### src/rtl/cb_filter_pkg.sv
// Seed bundle shared by the hash-based filter blocks.
// One seed pair drives one hash row.
package cb_filter_pkg;

  typedef struct packed {
    int unsigned PermuteSeed;
    int unsigned XorSeed;
  } cb_seed_t;

endpackage

### src/rtl/sub_per_hash.sv
// Substitution/permutation hash: rotate + xor rounds, then xor-fold.
// Each round is a bit permutation plus a constant.
module sub_per_hash #(
  parameter int unsigned InpWidth   = 32'd11,
  parameter int unsigned HashWidth  = 32'd5,
  parameter int unsigned NoRounds   = 32'd1,
  parameter int unsigned PermuteKey = 32'd299034753,
  parameter int unsigned XorKey     = 32'd4094834
) (
  input  logic [InpWidth-1:0]  data_i,
  output logic [HashWidth-1:0] hash_o
);

  localparam int unsigned NoChunks =
    (InpWidth + HashWidth - 1) / HashWidth;
  localparam int unsigned PadWidth = NoChunks * HashWidth;

  function automatic logic [InpWidth-1:0] rotl(
    input logic [InpWidth-1:0] d,
    input int unsigned         sh
  );
    return (d << sh) | (d >> (InpWidth - sh));
  endfunction

  logic [InpWidth-1:0] w_mix;
  logic [PadWidth-1:0] w_pad;

  // rounds of rotate-by-seed then xor-with-seed
  always_comb begin
    w_mix = data_i;
    for (int unsigned r = 0; r < NoRounds; r++) begin
      w_mix = rotl(w_mix, (PermuteKey + r) % InpWidth)
            ^ InpWidth'(XorKey >> (r % 32));
    end
  end

  assign w_pad = PadWidth'(w_mix);

  // fold the mixed key down to a bucket index
  always_comb begin
    hash_o = '0;
    for (int unsigned c = 0; c < NoChunks; c++) begin
      hash_o ^= w_pad[c*HashWidth +: HashWidth];
    end
  end

endmodule

### src/rtl/count_min_sketch.sv
// Count-min sketch: saturating counter rows, min-of-rows estimate.
// COUNT_MIN_SKETCH_CONSERVATIVE_EN selects conservative update.
module count_min_sketch
  import cb_filter_pkg::*;
#(
  parameter int unsigned KeyWidth  = 32'd11,
  parameter int unsigned HashWidth = 32'd5,
  parameter int unsigned NoHashes  = 32'd3,
  parameter int unsigned NoRounds  = 32'd1,
  parameter int unsigned CntWidth  = 32'd4,
  parameter cb_seed_t [NoHashes-1:0] Seeds = '{
    '{PermuteSeed: 32'd299034753, XorSeed: 32'd4094834},
    '{PermuteSeed: 32'd19921030,  XorSeed: 32'd995713},
    '{PermuteSeed: 32'd294388,    XorSeed: 32'd65146511}
  }
) (
  input  logic                clk_i,
  input  logic                rst_ni,
  input  logic                inc_valid_i,
  output logic                inc_ready_o,
  input  logic [KeyWidth-1:0] inc_key_i,
  input  logic                qry_valid_i,
  output logic                qry_ready_o,
  input  logic [KeyWidth-1:0] qry_key_i,
  output logic                rsp_valid_o,
  input  logic                rsp_ready_i,
  output logic [CntWidth-1:0] rsp_cnt_o,
  input  logic                clear_i,
  output logic                busy_o,
  output logic                full_o
);

  localparam int unsigned NoBuckets = 2 ** HashWidth;

  typedef enum logic {IDLE, CLEAR} state_e;

  state_e r_state;
  state_e w_state_next;

  logic [NoHashes-1:0][NoBuckets-1:0][CntWidth-1:0] r_cnt;
  logic [HashWidth-1:0] r_clr_idx;
  logic                 r_full;
  logic                 r_rsp_valid;
  logic [CntWidth-1:0]  r_rsp_cnt;

  logic [NoHashes-1:0][HashWidth-1:0] w_inc_idx;
  logic [NoHashes-1:0][HashWidth-1:0] w_qry_idx;
  logic [NoHashes-1:0][CntWidth-1:0]  w_inc_val;
  logic [NoHashes-1:0][CntWidth-1:0]  w_qry_val;
  logic [NoHashes-1:0]                w_inc_sat;
  logic [NoHashes-1:0]                w_row_en;
  logic [CntWidth-1:0]                w_qry_min;
  logic w_inc_fire;
  logic w_qry_fire;
  logic w_clr_last;

  for (genvar g = 0; g < NoHashes; g++) begin : g_row
    sub_per_hash #(
      .InpWidth  (KeyWidth),
      .HashWidth (HashWidth),
      .NoRounds  (NoRounds),
      .PermuteKey(Seeds[g].PermuteSeed),
      .XorKey    (Seeds[g].XorSeed)
    ) u_inc_hash (
      .data_i(inc_key_i),
      .hash_o(w_inc_idx[g])
    );

    sub_per_hash #(
      .InpWidth  (KeyWidth),
      .HashWidth (HashWidth),
      .NoRounds  (NoRounds),
      .PermuteKey(Seeds[g].PermuteSeed),
      .XorKey    (Seeds[g].XorSeed)
    ) u_qry_hash (
      .data_i(qry_key_i),
      .hash_o(w_qry_idx[g])
    );

    assign w_inc_val[g] = r_cnt[g][w_inc_idx[g]];
    assign w_qry_val[g] = r_cnt[g][w_qry_idx[g]];
    assign w_inc_sat[g] = &w_inc_val[g];
  end

`ifdef COUNT_MIN_SKETCH_CONSERVATIVE_EN
  logic [CntWidth-1:0] w_inc_min;

  // smallest counter addressed by the incremented key
  always_comb begin
    w_inc_min = '1;
    for (int i = 0; i < NoHashes; i++) begin
      if (w_inc_val[i] < w_inc_min) w_inc_min = w_inc_val[i];
    end
  end

  for (genvar g = 0; g < NoHashes; g++) begin : g_en
    assign w_row_en[g] = (w_inc_val[g] == w_inc_min);
  end
`else
  assign w_row_en = '1;
`endif

  // estimate is the smallest addressed counter
  always_comb begin
    w_qry_min = '1;
    for (int i = 0; i < NoHashes; i++) begin
      if (w_qry_val[i] < w_qry_min) w_qry_min = w_qry_val[i];
    end
  end

  assign busy_o      = (r_state == CLEAR);
  assign inc_ready_o = !busy_o;
  assign qry_ready_o = !busy_o && (!r_rsp_valid || rsp_ready_i);
  assign rsp_valid_o = r_rsp_valid;
  assign rsp_cnt_o   = r_rsp_cnt;
  assign full_o      = r_full;

  // a clear request in IDLE wins over traffic that cycle
  assign w_inc_fire = inc_valid_i && inc_ready_o && !clear_i;
  assign w_qry_fire = qry_valid_i && qry_ready_o && !clear_i;
  assign w_clr_last = busy_o && (r_clr_idx == '1);

  // flush sequencing
  always_comb begin
    w_state_next = r_state;
    unique case (r_state)
      IDLE:    if (clear_i) w_state_next = CLEAR;
      CLEAR:   if (w_clr_last) w_state_next = IDLE;
      default: w_state_next = IDLE;
    endcase
  end

  // state and flush index registers
  always_ff @(posedge clk_i or negedge rst_ni) begin
    if (!rst_ni) begin
      r_state   <= IDLE;
      r_clr_idx <= '0;
    end else begin
      r_state   <= w_state_next;
      r_clr_idx <= busy_o ? r_clr_idx + 1'b1 : '0;
    end
  end

  // counter array: flush one bucket per row or saturating increment
  always_ff @(posedge clk_i or negedge rst_ni) begin
    if (!rst_ni) begin
      r_cnt <= '0;
    end else if (busy_o) begin
      for (int i = 0; i < NoHashes; i++) begin
        r_cnt[i][r_clr_idx] <= '0;
      end
    end else if (w_inc_fire) begin
      for (int i = 0; i < NoHashes; i++) begin
        if (w_row_en[i] && !w_inc_sat[i]) begin
          r_cnt[i][w_inc_idx[i]] <= w_inc_val[i] + CntWidth'(1);
        end
      end
    end
  end

  // sticky saturation flag, dropped at the end of a flush
  always_ff @(posedge clk_i or negedge rst_ni) begin
    if (!rst_ni) begin
      r_full <= 1'b0;
    end else if (w_clr_last) begin
      r_full <= 1'b0;
    end else if (w_inc_fire && |(w_row_en & w_inc_sat)) begin
      r_full <= 1'b1;
    end
  end

  // response register held until consumed
  always_ff @(posedge clk_i or negedge rst_ni) begin
    if (!rst_ni) begin
      r_rsp_valid <= 1'b0;
      r_rsp_cnt   <= '0;
    end else if (w_qry_fire) begin
      r_rsp_valid <= 1'b1;
      r_rsp_cnt   <= w_qry_min;
    end else if (rsp_ready_i) begin
      r_rsp_valid <= 1'b0;
    end
  end

endmodule

### config.mk
export PLATFORM = sky130hd
export DESIGN_NAME = count_min_sketch
export DESIGN_NICKNAME = d
export VERILOG_FILES = /design/src/rtl/cb_filter_pkg.sv /design/src/rtl/sub_per_hash.sv /design/src/rtl/count_min_sketch.sv
export SDC_FILE = /design/constraint.sdc
export NUM_CORES = 1
export LEC_CHECK = 0
export CORE_ASPECT_RATIO = 1.1
export CORE_UTILIZATION = 58
export DETAILED_ROUTE_END_ITERATION = 7
export HOLD_SLACK_MARGIN = 0.02
export PLACE_DENSITY_LB_ADDON = 0.1
export SETUP_SLACK_MARGIN = 0.15
export SLEW_MARGIN = 10
export SYNTH_ARGS = -nofsm -noshare
export SYNTH_HDL_FRONTEND = slang
export SYNTH_SLANG_ARGS = --single-unit
### constraint.sdc
create_clock -name clk_i -period 3.4 [get_ports clk_i]
set_input_delay 0.85 -clock clk_i [delete_from_list [all_inputs] [get_ports clk_i]]
set_output_delay 0.85 -clock clk_i [all_outputs]
set_load 0.005 [all_outputs]
==> out/summary.txt, run 1 <==
gp weighted congestion -> 1.086
die span in y -> 215.5 um
Initial Utilization -> 0.5925
asr flop ratio synth -> 1.000
Avg Inst Size Synth -> 10.89 um^2
Halt Reason -> [ERROR GRT-0116] Global routing finished with congestion. Check the congestion regions in the DRC Viewer.
XOR/XNOR share of the synthesized area -> 0.01801
status -> did not finish
mux share of post-synthesis cell area -> 0.2340
Seq cells post-synth -> 396
vias in the first global route -> 31991
clock root buffer -> clkbuf_16
die width -> 196.1 um
hold_buf cts -> 0
Detailed Place HPWL -> 82370 um
FP Rows -> 77
wire length of the first global-routing pass -> 228500 um
number of synthesized flops with an enable pin -> 0
syn_nets -> 2250
Mapped Area -> 24030 um^2
largest net degree at the start of global routing -> 94
sequential element share of the synthesized area -> 0.4123
Compound-Gate Fraction of Synth Area -> 0.1369
port bufs -> 36
Halt Stage -> 5_1_grt
library cells used by synthesis -> 76
gr ovfl total -> 33
CTS max path bufs -> 3
CTS H-tree lvls -> 2
Total GRT Usage -> 0.7529
main combinational cell family by area after synthesis -> multiplexers
Syn Inst Count -> 2207
Ports -> 37
post-synthesis adder-cell area fraction -> 0.007810
CTS buffer count -> 43
simple-gate share of the synthesized area -> 0.1568
synth warn -> 0
clock tree sinks -> 396
Main synth FF type -> dfrtp_1
==> routing by layer <==
layer | GRT overflow | GRT usage
met1 | 0 | 0.7589
met2 | 16 | 0.9243
met3 | 1 | 0.5859
met4 | 16 | 0.7500
met5 | 0 | 0.2650
==> kinds of logic after synthesis <==
kind of cell               count (synthesis)
AOI/OAI and AO/OA                        460
xor gates and xnor gates                  41
adders and majority gates                 15
buffers and inverters                    193
DFF                                      396
muxes                                    356
and+or+nand+nor                          746
==> timing repair <==
item | 4_1_cts
gates cloned | 22
endpoints found under the setup margin | 389
buffers inserted | 160
pin swaps | 222
resized for setup | 516
==> cells in the mapped netlist, drive strengths merged (15+ instances only) <==
cell	number	area, um^2
a21oi	20	100.1
a221o	44	440.4
a22o	25	219.0
a32o	32	320.3
nand3	141	705.7
mux2i	192	1922
a32oi	33	289.0
o22ai	37	231.5
clkbuf	109	409.1
nand4	27	190.2
dfrtp	396	9910
xnor2	19	166.4
nand2	323	1212
xor2	17	148.9
and3	19	118.9
nor4	21	173.9
o21ai	169	845.8
nor3b	44	330.3
and2	15	93.84
inv	28	105.1
nor2	90	412.9
nor3	42	371.6
ha	15	187.7
o2bb2ai	32	280.3
a22oi	18	158.9
mux4	162	3679
buf	56	306.5
==> through the flow <==
stage	hold slack, ps	TNS (ps)	instance area (um^2)	cells	worst slack, ps
after floorplan	464.5	-87090	25760	2207	-1448
after global placement	487.0	-415630	31400	3264	-2043
after detailed placement	501.6	-431130	31400	3264	-2092
after CTS	194.8	-4398	36980	3522	-1086
==> inputs of run 2 (changes only) <==
--- a/config.mk
+++ b/config.mk
@@ -5,12 +5,9 @@
 export SDC_FILE = /design/constraint.sdc
 export NUM_CORES = 1
 export LEC_CHECK = 0
-export CORE_ASPECT_RATIO = 1.1
-export CORE_UTILIZATION = 58
+export CORE_UTILIZATION = 40
 export DETAILED_ROUTE_END_ITERATION = 7
-export HOLD_SLACK_MARGIN = 0.02
-export PLACE_DENSITY_LB_ADDON = 0.1
-export SETUP_SLACK_MARGIN = 0.15
+export PLACE_DENSITY_LB_ADDON = 0.15
 export SLEW_MARGIN = 10
 export SYNTH_ARGS = -nofsm -noshare
 export SYNTH_HDL_FRONTEND = slang
==> constraint.sdc (replaced) <==
create_clock -name clk_i -period 4.4 [get_ports clk_i]
set_input_delay 1.1 -clock clk_i [delete_from_list [all_inputs] [get_ports clk_i]]
set_output_delay 1.1 -clock clk_i [all_outputs]
set_load 0.005 [all_outputs]
==> out/summary.txt, run 2 <==
status -> finished with violations
failing checks -> design-rule violations, negative setup slack
initial antenna violation count -> 1
post-route ant nets -> 0
Critical Path Fanout Max -> 7
Pwr Density -> 552.1 nW/um^2
M3 GR Usage -> 0.1278
wire per inst -> 33.71 um
fin nets -> 2635
drt drc -> 4
Layout Utilization -> 0.5256
1st-pass router iterations -> 8
top cells by instance count after synthesis -> dfrtp_1, nand2_1, mux2i_1
die width -> 247.1 um
Total GRT Usage -> 0.3789
Final Hold Viols -> 0
DR vias/cell -> 6.655
slack of the critical path -> -443.8 ps
vias in the first global route -> 21597
Ports -> 37
CTS max path bufs -> 3
Critical Path Source Type -> input port
final wirelength -> 114700 um
Crit path arrival time -> 5320 ps
max FFs per register -> 384
layout cells sized above 1 -> 0.3157
worst-skew pair later-pin latency -> 600 ps
die span in y -> 247.1 um
ANT cells -> 0
wire length of the first global-routing pass -> 163100 um
clock skew -> 21.46 ps
area leader, netlist -> dfrtp_1
clock root buffer -> clkbuf_16
met1 usage -> 0.5755
Initial Utilization -> 0.4057
fin. max-slew vios -> 0
endpoint class of the critical path -> flip-flop
Reg with most FFs -> r_cnt
Mapped Area -> 24030 um^2
FP Rows -> 89
Final min period -> 4844 ps
share of the synthesized area in the top cell type -> 0.4123
gr ovfl total -> 0
RSZ-0062 raised after global routing -> true
port bufs -> 36
CTS buffer count -> 47
top cells by area, synth -> dfrtp_1, mux4_2, mux2i_1
Slew headroom -> 0.1766
Detailed Place HPWL -> 88490 um
number of synthesized flops with an enable pin -> 0
Fmax -> 206.5 MHz
CP Class -> input port to flip-flop
Seq cells post-synth -> 396
WP data required -> 4870 ps
gp weighted congestion -> 1.005
Clock transition at path regs -> 60 ps
clock tree sinks -> 396
asr flop ratio synth -> 1.000
Final Setup Violations -> 4
die area -> 61060 um^2
most frequent cell after synthesis -> dfrtp_1
via count -> 22641
slew of the pin with the lowest slew margin -> 1231 ps
largest net degree at the start of global routing -> 76
Avg Inst Size Synth -> 10.89 um^2
fillers -> 5314
Main synth FF type -> dfrtp_1
CTS tree -> yes
Max Cap Viol -> 0
Worst VDD drop -> 0.0002801 V
busiest grt layer -> met1
synth warn -> 0
Tcrit/Tclk final -> 1.101
P_leak -> 0.01328 uW
sequential element share of the synthesized area -> 0.4123
Hold WS -> 516.1 ps
DRT iter0 DRCs -> 2891
hold_buf cts -> 0
library cells used by synthesis -> 76
commonest non-fill, non-tap cell in the layout -> buf_4
met2 usage -> 0.5111
CTS H-tree lvls -> 2
Syn Inst Count -> 2207
Core Footprint -> 59240 um^2
syn_nets -> 2250
most frequent cells in the layout -> buf_4, dfrtp_1, nand2_1
Layout area overhead -> 29.58%
hold crit path type -> flip-flop to flip-flop
-- run 2: cell counts after synthesis --
No cell type changed its count.
-- run 2: cells by family after synthesis --
family / Yosys count / synth area share
buffers and inverters: 193 / 0.03415
adder cells (fa/ha/maj): 15 / 0.007810
XOR/XNOR: 41 / 0.01801
flip-flops: 396 / 0.4123
AND/OR/NAND/NOR: 746 / 0.1568
multiplexers: 356 / 0.2340
AO/OA/AOI/OAI: 460 / 0.1369
-- run 2: layer usage --
layer	wire, um	part of all wire
met1	50060	0.44
met2	46470	0.41
met3	15550	0.14
met4	2599	0.023
met5	14	0.00012
-- run 2: timing repair --
action	CTS	global route
buffers inserted	22	4
pin swaps	16	21
gates cloned	3	0
gates resized for setup	44	48
endpoints found under the setup margin	90	189
-- run 2: final cells by class --
type                            instances  area [um^2]  share of cell area
Multi-Input combinational cell       1618        13840              0.4446
Sequential cell                       396         9913              0.3183
Clock buffer                           59         1324             0.04251
Tap cell                              773        967.2             0.03106
Inverter                               28        105.1            0.003375
Timing Repair Buffer                  501         4554              0.1463
Clock inverter                         27        432.9             0.01390
-- run 2: stage by stage --
stage                     std cells  TNS [ps]  cell area, um^2  power, uW  setup WS, ps
after floorplan                2207     -2401            24170       8468        -698.3
after global placement         3288   -312560            28760      12090         -1425
after detailed placement       3289   -209040            28770      12170         -1533
after CTS                      3400     -1751            30940      16860        -505.3
after global routing           3402     -2002            31140      17710        -598.1
final                          3402     -1507            31140      17190        -443.8
-- run 2: critical path, cell delays in order --
cell and delay, ps:
buf_6 90, xor3_2 440, buf_12 160, buf_6 100
buf_4 100, mux4_2 500, mux4_2 510, nand2_2 110
nand2_4 70, buf_6 120, ha_4 290, nor2_4 40
o41ai_4 420, mux2i_2 310, ha_2 220, a21oi_2 60
nor2b_1 160, a41oi_4 260, a2bb2oi_1 170, o21ai_1 80
-- run 2: power breakdown --
| group | switching [uW] | internal (uW) | total (uW) |
|---|---|---|---|
| Sequential | 1130 | 4460 | 5590 |
| Combinational | 4110 | 2990 | 7100 |
| Clock | 1720 | 2780 | 4500 |
| Total | 6960 | 10200 | 17200 |
-- run 2: path summary, 6_finish.rpt --
kind,startpoint,end,slack (ps),depth (start not counted)
min,r_cnt[277],r_cnt[277],520,1
max,qry_key_i[8],rsp_cnt_o[2],-440,20
max reg2reg,r_cnt[255],rsp_cnt_o[2],510,15
min reg2reg,r_cnt[277],r_cnt[277],520,1
max in group asynchronous,rst_ni,r_cnt[250],2810,2
min in group asynchronous,rst_ni,r_cnt[332],530,1
(Power assumes the default switching activity.)
==> inputs of run 3 (changes only) <==
--- a/config.mk
+++ b/config.mk
@@ -12,3 +12,4 @@
 export SYNTH_ARGS = -nofsm -noshare
 export SYNTH_HDL_FRONTEND = slang
 export SYNTH_SLANG_ARGS = --single-unit
+export TNS_END_PERCENT = 100
==> results of run 3 <==
Final layout, timing and power as in run 2 (identical DEF).
